### src/rtl/reed_solomon_encoder.sv
// ============================================================================
//  Module      : reed_solomon_encoder
//  Description : Systematic streaming RS encoder over GF(2^8), one byte/clock.
//                Optional synchronous abort port enabled by RS_ENC_CLEAR_EN.
//  Revision    : 1.0 - initial release
// ============================================================================
`default_nettype none

module reed_solomon_encoder #(
    parameter int         K         = 239,
    parameter int         NPAR      = 16,
    parameter logic [8:0] PRIM_POLY = 9'h11D,
    parameter int         FCR       = 0
) (
    input  logic       clk,
    input  logic       reset,
`ifdef RS_ENC_CLEAR_EN
    input  logic       clear,
`endif
    input  logic [7:0] data_in,
    input  logic       valid_in,
    output logic       ready_out,
    output logic [7:0] data_out,
    output logic       valid_out,
    output logic       sop_out,
    output logic       eop_out
);

    // Shift-and-add GF(2^8) product; with a constant b it reduces to a fixed XOR network.
    function automatic logic [7:0] gf_mul(input logic [7:0] a, input logic [7:0] b);
        logic [7:0] acc;
        logic [7:0] sh;
        acc = 8'h00;
        sh  = a;
        for (int i = 0; i < 8; i++) begin
            if (b[i]) begin
                acc = acc ^ sh;
            end
            sh = {sh[6:0], 1'b0} ^ (sh[7] ? PRIM_POLY[7:0] : 8'h00);
        end
        return acc;
    endfunction

    // Ascending coefficients g[0..NPAR-1] of the monic generator (x+a^FCR)...(x+a^(FCR+NPAR-1)).
    function automatic logic [8*NPAR-1:0] gen_coef();
        logic [8*(NPAR+1)-1:0] g;
        logic [7:0]            root;
        g       = '0;
        g[7:0]  = 8'h01;
        root    = 8'h01;
        for (int i = 0; i < FCR; i++) begin
            root = gf_mul(root, 8'h02);
        end
        for (int i = 0; i < NPAR; i++) begin
            for (int j = NPAR; j > 0; j--) begin
                g[8*j +: 8] = g[8*(j-1) +: 8] ^ gf_mul(g[8*j +: 8], root);
            end
            g[7:0] = gf_mul(g[7:0], root);
            root   = gf_mul(root, 8'h02);
        end
        return g[8*NPAR-1:0];
    endfunction

    localparam logic [8*NPAR-1:0] c_gen     = gen_coef();
    localparam logic [7:0]        c_MSG_END = 8'(K - 1);
    localparam logic [5:0]        c_PAR_END = 6'(NPAR - 1);

    typedef enum logic [0:0] {
        S_MSG = 1'b0,
        S_PAR = 1'b1
    } state_t;

    state_t                 state_q, state_d;
    logic [7:0]             msg_cnt_q, msg_cnt_d;
    logic [5:0]             par_cnt_q, par_cnt_d;
    logic [NPAR-1:0][7:0]   p_q, p_d;
    logic [7:0]             data_q, data_d;
    logic                   valid_q, valid_d;
    logic                   sop_q, sop_d;
    logic                   eop_q, eop_d;
    logic [7:0]             w_fb;
    logic                   w_clear;

`ifdef RS_ENC_CLEAR_EN
    assign w_clear = clear;
`else
    assign w_clear = 1'b0;
`endif

    always_ff @(posedge clk or negedge reset) begin
        if (!reset) begin
            state_q   <= S_MSG;
            msg_cnt_q <= '0;
            par_cnt_q <= '0;
            p_q       <= '0;
            data_q    <= '0;
            valid_q   <= 1'b0;
            sop_q     <= 1'b0;
            eop_q     <= 1'b0;
        end else begin
            state_q   <= state_d;
            msg_cnt_q <= msg_cnt_d;
            par_cnt_q <= par_cnt_d;
            p_q       <= p_d;
            data_q    <= data_d;
            valid_q   <= valid_d;
            sop_q     <= sop_d;
            eop_q     <= eop_d;
        end
    end

    always_comb begin
        w_fb      = data_in ^ p_q[NPAR-1];
        state_d   = state_q;
        msg_cnt_d = msg_cnt_q;
        par_cnt_d = par_cnt_q;
        p_d       = p_q;
        data_d    = data_q;
        valid_d   = 1'b0;
        sop_d     = 1'b0;
        eop_d     = 1'b0;

        if (w_clear) begin
            state_d   = S_MSG;
            msg_cnt_d = '0;
            par_cnt_d = '0;
            p_d       = '0;
            data_d    = '0;
        end else begin
            case (state_q)
                S_MSG: begin
                    if (valid_in) begin
                        p_d[0] = gf_mul(w_fb, c_gen[7:0]);
                        for (int i = 1; i < NPAR; i++) begin
                            p_d[i] = p_q[i-1] ^ gf_mul(w_fb, c_gen[8*i +: 8]);
                        end
                        data_d  = data_in;
                        valid_d = 1'b1;
                        sop_d   = (msg_cnt_q == 8'h00);
                        if (msg_cnt_q == c_MSG_END) begin
                            msg_cnt_d = '0;
                            state_d   = S_PAR;
                        end else begin
                            msg_cnt_d = msg_cnt_q + 8'h01;
                        end
                    end
                end
                S_PAR: begin
                    // Remainder drains highest-degree coefficient first.
                    data_d  = p_q[NPAR-1];
                    valid_d = 1'b1;
                    p_d     = {p_q[NPAR-2:0], 8'h00};
                    if (par_cnt_q == c_PAR_END) begin
                        eop_d     = 1'b1;
                        par_cnt_d = '0;
                        p_d       = '0;
                        state_d   = S_MSG;
                    end else begin
                        par_cnt_d = par_cnt_q + 6'h01;
                    end
                end
                default: begin
                    state_d = S_MSG;
                end
            endcase
        end
    end

    assign ready_out = (state_q == S_MSG);
    assign data_out  = data_q;
    assign valid_out = valid_q;
    assign sop_out   = sop_q;
    assign eop_out   = eop_q;

endmodule

`default_nettype wire
### config.mk
export PLATFORM = sky130hd
export DESIGN_NAME = reed_solomon_encoder
export DESIGN_NICKNAME = d
export VERILOG_FILES = /design/src/rtl/reed_solomon_encoder.sv
export SDC_FILE = /design/constraint.sdc
export NUM_CORES = 1
export LEC_CHECK = 0
export ABC_AREA = 0
export BUFFER_PORTS_ARGS = -buffer_cell sky130_fd_sc_hd__buf_4
export CAP_MARGIN = 20
export CORE_ASPECT_RATIO = 1.25
export CORE_MARGIN = 2
export CORE_UTILIZATION = 50
export CTS_BUF_LIST = sky130_fd_sc_hd__clkbuf_4 sky130_fd_sc_hd__clkbuf_8
export DETAILED_ROUTE_END_ITERATION = 12
export GPL_TIMING_DRIVEN = 0
export PLACE_DENSITY = 0.63
export SETUP_SLACK_MARGIN = 0.15
export SKIP_CTS_REPAIR_TIMING = 1
export SYNTH_ARGS = -nofsm -noshare
export SYNTH_HDL_FRONTEND = slang
export SYNTH_SLANG_ARGS = --single-unit
export TNS_END_PERCENT = 20
### constraint.sdc
create_clock -name clk -period 5.8 [get_ports clk]
set_input_delay 0.29 -clock clk [delete_from_list [all_inputs] [get_ports clk]]
set_output_delay 0.29 -clock clk [all_outputs]
set_load 0.01 [all_outputs]
==> results of run 1 <==
cell usage in the layout, fill, tap and decap left out, types with 4 or more instances in the layout:
cell type | Yosys | routed
a21oi_1 | 120 | 120
a22oi_1 | 4 | 4
a2bb2oi_1 | 10 | 10
and2_1 | 5 | 5
buf_1 | 7 | 7
buf_4 | 2 | 24
clkbuf_1 | 56 | 56
clkbuf_8 | 0 | 17
dfrtp_1 | 154 | 154
ha_1 | 4 | 4
inv_1 | 9 | 9
inv_6 | 0 | 6
mux2i_1 | 10 | 10
nand2_1 | 141 | 141
nand2b_1 | 6 | 6
nand3_1 | 16 | 16
nor2_1 | 37 | 37
nor3_1 | 57 | 57
o21a_1 | 6 | 6
o21ai_0 | 65 | 65
o22ai_1 | 37 | 37
o2bb2ai_1 | 30 | 30
o31ai_1 | 14 | 14
xnor2_1 | 113 | 113
xnor2_2 | 10 | 10
xnor2_4 | 10 | 10
xnor3_1 | 12 | 12
xor2_1 | 9 | 9
worst max-delay path, cell delays in order (launching register included):
cell and delay, ns:
dfrtp_1 0.43, nor4bb_1 0.46, nand3_1 0.55, nand2_1 0.46, clkbuf_1 0.66, nor3_1 0.11
a21oi_1 0.15, o22ai_1 0.09
layout make-up:
type / count / area [um^2]
tap: 228 / 285
sequential: 154 / 3850
clock inverter: 15 / 139
fill: 1667 / 8010
buffer: 67 / 262
inverter: 10 / 37.5
clock buffer: 17 / 234
multi-input combinational: 763 / 5200
timing repair buffer: 26 / 223
cell usage after synthesis (12+ instances only):
| master | number | area (um^2) |
|---|---|---|
| a21oi_1 | 120 | 601 |
| clkbuf_1 | 56 | 210 |
| dfrtp_1 | 154 | 3850 |
| nand2_1 | 141 | 529 |
| nand3_1 | 16 | 80.1 |
| nor2_1 | 37 | 139 |
| nor3_1 | 57 | 285 |
| o21ai_0 | 65 | 325 |
| o22ai_1 | 37 | 231 |
| o2bb2ai_1 | 30 | 263 |
| o31ai_1 | 14 | 105 |
| xnor2_1 | 113 | 990 |
| xnor3_1 | 12 | 270 |
metrics by stage:
stage	hold WS (ns)	cells	util, %	area, um^2	worst slack (ns)
finish	0.129	1280	56.1	10200	2.71
global route	0.152	1280	56.1	10200	2.52
CTS	-0.314	1279	56.0	10200	2.79
detailed placement	0.202	1247	54.0	9850	2.81
global placement	0.486	1243	53.7	9790	2.82
floorplan	-0.00559	994	-	9350	3.47
how the worst max path moves through the flow:
stage	cells after the start	slack, ns	to	startpoint
final	7	2.71	p_q[22]	par_cnt_q[5]
after detailed placement	5	2.81	p_q[99]	state_q
after global routing	7	2.52	p_q[101]	par_cnt_q[5]
after floorplan	6	3.47	p_q[109]	p_q[122]
after global placement	7	2.82	p_q[107]	p_q[127]
after CTS	5	2.79	p_q[99]	state_q
per-layer routing:
metal  global-route usage [%]  up-vias
met5                        0        -
met4                     20.7        0
met1                     46.7     4052
met3                     6.90      130
met2                     56.0      539
li1                         -     3610
cells by family (layout without fill, tap and decap cells):
logic type | after synthesis | count (layout) | synth area share, %
xor gates and xnor gates | 161 | 161 | 20.6
DFF | 154 | 154 | 41.2
adders and majority gates | 4 | 4 | 0.535
buffers and inverters | 77 | 135 | 3.20
muxes | 13 | 13 | 1.47
and+or+nand+nor | 277 | 277 | 12.9
AOI/OAI and AO/OA | 308 | 308 | 20.1
state kept, by name, summed over array words and instances (netlist names):
signal	flops
data_out	8
eop_out	1
msg_cnt_q	8
p_q	128
par_cnt_q	6
sop_out	1
state_q	1
valid_out	1
==> metrics.md, run 1 <==
| Metric | Value |
|---|---|
| Area delta synth->final | 9.42% |
| Tightest Pin Transition | 1.15 ns |
| DRT Pass-1 Iters | 6 |
| Hpwl dp | around 24000 um |
| Synth warnings | 0 |
| Max Slew Vio Count | 0 |
| Drt total wl | 34400 um |
| Die X | 126 um |
| Flops & latches, synth | 154 |
| Clock Tree Buf Depth | 2 |
| Die Y | 157 um |
| DRC | 0 |
| WL met1 | roughly 13000 um |
| Post-Syn Nets | 1009 |
| Hold endpoint | data_out[7] |
| Antenna violations before repair | 0 |
| DRT antenna net count | 0 |
| RSZ-0062 raised after global routing | false |
| Hold WC Path Type | in2reg |
| Initial Utilization | around half |
| Remaining Overflow, GRT | 0 |
| Critical-path maximum fanout | 10 |
| Arrival time worst endpoint | around 3.4 ns |
| Port Buf Inserts | 21 |
| # diodes | 0 |
| Syn avg cell area | 9.41 um^2 |
| Gr usage total | 35.9% |
| Vias in the first global route | roughly 8000 |
| Clock buffer count from CTS | 17 |
| Worst hold start | data_in[7] |
| Worst skew pair latency | 0.48 ns |
| First-pass GRT wire length | approximately 52000 um |
| Routed wire length on met2 | 15600 um |
| Sequential cell area fraction in the yosys report | 41.2% |
| Final GP Congestion | approximately 1 |
| Setup TNS | 0 ns |
| Post-synth EDFFs | 0 |
| DR iter-0 viols | between 900 and 1000 |
| Layout Nets | ~1100 |
| Metal3 WL | approximately 3100 um |
| Final setup violation count | 0 |
| DR top layer | met4 |
| Worst-path clk slew | 0.10 ns |
| R2R depth | 7 |
| Largest net degree at the start of global routing | about 110 |
| Req. time, crit path | slightly above 6 ns |
| Hold Path Depth | 3 |
| Synthesized cell area | 0.00935 mm^2 |
| Sink Count | approximately 150 |
| Synth unique cells | 54 |
| Period minus WS final | between 3 and 4 ns |
| FMAX | 324 MHz |
| Via-per-instance ratio | 6.51 |
| Worst reg2reg path startpoint | par_cnt_q[5] |
| Row count | between 50 and 60 |
| Main synth FF type | dfrtp_1 |
| Fin. Hold Viols | 0 |
| Ports | 23 |
| Fin crit share | 53.2% |
| Slew headroom | 22.7% |
| CTS tree | done |
| Routed via count | ~8300 |
| Die footprint | 0.0198 mm^2 |
| Core Area | 0.0182 mm^2 |
| Root buffer cell | clkbuf_8 |
| Layout cells sized above 1 | 8.94% |
| Worst-case clock skew | between 0.01 and 0.015 ns |
| CP startpoint kind | flip-flop |
| Critical Path Sink Type | flip-flop |
| H-Tree Depth | 4 |
| Worst reg2reg endpoint | p_q[22] |
| Post-Syn Instances | ~1000 |
| Outcome | finished, final reports clean |
| R2R Setup Slk | 2.71 ns |
| Async SR Flop Fraction | between 90% and 100% |
| Wire per inst | approximately 27 um |
| Critical path type | reg2reg |
| Max-cap check violation count | 0 |
Power of run 1 is not shown: default switching activity piles up to over one toggle a cycle in this logic, so the estimate is an artifact.
==> run 2, diff against run 1 <==
--- a/config.mk
+++ b/config.mk
@@ -5,7 +5,7 @@
 export SDC_FILE = /design/constraint.sdc
 export NUM_CORES = 1
 export LEC_CHECK = 0
-export ABC_AREA = 0
+export ABC_AREA = 1
 export BUFFER_PORTS_ARGS = -buffer_cell sky130_fd_sc_hd__buf_4
 export CAP_MARGIN = 20
 export CORE_ASPECT_RATIO = 1.25
==> constraint.sdc (replaced) <==
create_clock -name clk -period 3 [get_ports clk]
set_input_delay 0.15 -clock clk [delete_from_list [all_inputs] [get_ports clk]]
set_output_delay 0.15 -clock clk [all_outputs]
set_load 0.01 [all_outputs]
==> run 2 against run 1 <==
Compared with the run above:
- the flow now finishes with violations (hold timing)
- non-clock buffer count fell by 9
- clock skew rose by 0.0039 ns
- fmax rose by 12%
- hold slack got worse by 0.13 ns
- via count rose by 15%
- synthesized cell count rose by 33%
- setup slack got worse by 2.5 ns
- register-to-register slack got worse by 2.5 ns
- area after synthesis rose by 5.3%
- final cell count rose by 29%
- critical path type unchanged
- critical endpoint is now p_q[127]
==> metrics.md, run 2 <==
| Metric | Value |
|---|---|
| FMAX | 364 MHz (+12%) |
| Placed cell areas | 0.0104 mm^2 (+5.3%) |
| Mux contribution to synthesized area | 0% (-1.5 points) |
| Synth Area in Simple Gates | 28.5% (+16 points) |
| DRT antenna net count | 0 (unchanged) |
| Non-filler cells, final | 1645 (+29%) |
| Flops & latches, synth | 154 (unchanged) |
| Largest net degree at the start of global routing | 97 (-15%) |
| Fin. Hold Viols | 1 (+1) |
| Syn avg cell area | 7.44 um^2 (-21%) |
| # diodes | 0 (unchanged) |
| Post-synth EDFFs | 0 (unchanged) |
| Critical-path maximum fanout | 10 (unchanged) |
| H-Tree Depth | 4 (unchanged) |
| Gr usage total | 38.0% (+2.1 points) |
| Core Area | 0.0194 mm^2 (+6.4%) |
| Vias in the first global route | 8925 (+11%) |
| Ports | 23 (unchanged) |
| Remaining Overflow, GRT | 0 (unchanged) |
| Main combinational cell family by area after synthesis | simple AND/OR/NAND/NOR gates |
| Most common cell after layout, fill and taps aside | nand2_1 |
| Port Buf Inserts | 22 (+4.8%) |
| Clock buffer count from CTS | 17 (unchanged) |
| Worst hold start | data_in[3] |
| Crit-path slowest cell | o21ai_0 |
| Worst-case clock skew | 0.0170 ns (+0.00387 ns) |
| Cell taking the most area after synthesis | dfrtp_1 |
| Req. time, crit path | 3.32 ns (-2.81 ns) |
| Setup ws final | 0.253 ns (-2.46 ns) |
| Post-Syn Instances | 1323 (+33%) |
| Synth top area cells | dfrtp_1 (39%), nand2_1 (13%), o21ai_0 (7.2%) |
| First-pass GRT wire length | 57000 um (+9.8%) |
| Hold Path Depth | 3 (unchanged) |
| Synth unique cells | 47 (-13%) |
| DRC | 0 (unchanged) |
| Failing checks | hold timing |
| Count leader, synth | nand2_1 |
| CP startpoint kind | flip-flop |
| Hpwl dp | 28000 um (+16%) |
| Outcome | finished with violations |
| Main synth FF type | dfrtp_1 |
| Layout Nets | 1383 (+31%) |
| Worst reg2reg endpoint | p_q[127] |
| Synth top area share | 39.1% (-2.1 points) |
| Drt total wl | 38100 um (+11%) |
| DRT Pass-1 Iters | 8 (+2) |
| CP bufs+invs | 3 (+2) |
| Hold endpoint | data_out[3] |
| Die X | 130 um (+2.5%) |
| Slew headroom | 32.9% (+10 points) |
| Hold WC Path Type | in2reg |
| Tightest Pin Transition | 1.01 ns (-0.148 ns) |
| Post-synthesis adder-cell area fraction | 0.508% (-0.027 points) |
| Synthesized cell area | 0.00984 mm^2 (+5.3%) |
| Die Y | 161 um (+2.5%) |
| Setup TNS | 0 ns (unchanged) |
| Worst IR Drop VDD | 0.000612 V |
| Row count | 57 (+3.6%) |
| Async SR Flop Fraction | 100% (unchanged) |
| Hold Slack | -0.00479 ns (-0.134 ns) |
| Root buffer cell | clkbuf_8 |
| Critical Path Sink Type | flip-flop |
| Area delta synth->final | 9.35% (about the same) |
| CTS tree | done |
| Cell family with most CP delay | compound AO/OA/AOI/OAI gates |
| Top reg by flops | p_q |
| Design area | 0.0108 mm^2 (+5.2%) |
| Sink Count | 154 (unchanged) |
| Inst Count DP | 1611 (+29%) |
| Worst reg2reg path startpoint | p_q[124] |
| R2R depth | 10 (+3) |
| Max stage delay on crit path | 0.47 ns (-0.19 ns) |
| Pwr/cell area | 1430 mW/mm^2 |
| Most frequent cells in the layout | nand2_1 (349), dfrtp_1 (154), o21ai_0 (140), inv_1 (139), nand3_1 (122) |
| Layout cells sized above 1 | 13.3% (+4.4 points) |
| Post-Synth XOR/XNOR Area | 5.88% (-15 points) |
| Max Slew Vio Count | 0 (unchanged) |
| Dpl ws | 0.174 ns (-2.63 ns) |
| Final GP Congestion | 1.06 (+6.7%) |
| Synth warnings | 0 (unchanged) |
| DR iter-0 viols | 990 (-0.90%) |
| Wire per inst | 23.2 um (-14%) |
| R2R Setup Slk | 0.25 ns (-2.46 ns) |
| Leakage Power | 5.38 nW |
| CP cell instances | inv_1 > nand2_1 > nand2_1 > buf_4 > xnor2_1 > inv_1 > nor2_1 > o22ai_1 > o21ai_0 > o21ai_0 |
| RSZ-0062 raised after global routing | true |
| Period minus WS final | 2.75 ns (-0.339 ns) |
| Final setup violation count | 0 (unchanged) |
| Die footprint | 0.0208 mm^2 (+5.1%) |
| Via-per-instance ratio | 5.83 (-10%) |
| Number of flip-flops in the largest register | 128 (unchanged) |
| Worst skew pair latency | 0.48 ns (about the same) |
| Synth Area in Compound Gates | 16.8% (-3.3 points) |
| Initial Utilization | 50.7% (-0.52 points) |
| Clock Tree Buf Depth | 2 (unchanged) |
| Antenna violations before repair | 0 (unchanged) |
| Critical path type | reg2reg |
| Routed via count | 9587 (+15%) |
| Worst-path clk slew | 0.09 ns (about the same) |
| Fin crit share | 91.6% (+38 points) |
| Sequential cell area fraction in the yosys report | 39.1% (-2.1 points) |
| Max-cap check violation count | 0 (unchanged) |
| Commonest cells post-synth | nand2_1 (349), dfrtp_1 (154), o21ai_0 (141) |
| Post-Syn Nets | 1338 (+33%) |
| Arrival time worst endpoint | 3.07 ns (-0.35 ns) |
-- run 2: cells by family after synthesis --
| family | count (synthesis) |
|---|---|
| DFF | 154 |
| and+or+nand+nor | 609 |
| AOI/OAI and AO/OA | 289 |
| buffers and inverters | 215 |
| adders and majority gates | 4 |
| xor gates and xnor gates | 52 |
-- run 2: worst max path at each step --
stage               endpoint  depth (start not counted)         start
floorplan            p_q[31]                         12  par_cnt_q[0]
global placement     p_q[11]                         11  par_cnt_q[0]
detailed placement  p_q[124]                         11  par_cnt_q[0]
CTS                 p_q[124]                         13      p_q[124]
global route        p_q[124]                         13      p_q[124]
finish              p_q[127]                         10      p_q[124]
-- run 2: power by group --
part / switching [W] / leakage [nW] / internal (W)
combinational: 0.00707 / 3.34 / 0.00319
sequential: 0.000592 / 1.87 / 0.00305
clock: 0.000930 / 0.171 / 0.000600
-- run 2: cell type report --
class / count / area [um^2]
timing repair buffer: 26 / 221
clock inverter: 13 / 113
clock buffer: 18 / 241
sequential: 154 / 3850
fill: 1941 / 8630
tap: 265 / 332
inverter: 157 / 598
multi-input combinational: 954 / 5100
buffer: 58 / 310
-- run 2: worst min-delay path: cells and delay by family --
kind	cells	cell delay (ns)
buffers and inverters	2	0.20
AO/OA/AOI/OAI	1	0.09
-- run 2: layer usage --
metal,track usage [%],vias up,share of wire [%]
li1,-,4434,-
met1,50.6,4507,40
met2,59.3,538,45
met3,7.13,108,8.8
met4,18.4,0,5.6
met5,0,-,0
-- run 2: metrics by stage --
step	power (W)	hold WS, ns	utilization [%]
floorplan	0.0105	-0.146	-
global placement	0.0135	0.469	53.3
detailed placement	0.0136	0.165	53.5
CTS	0.0152	-0.357	55.3
global route	0.0166	0.00259	55.5
finish	0.0154	-0.00479	55.5
Note: power is estimated with default switching activity, not from simulation.
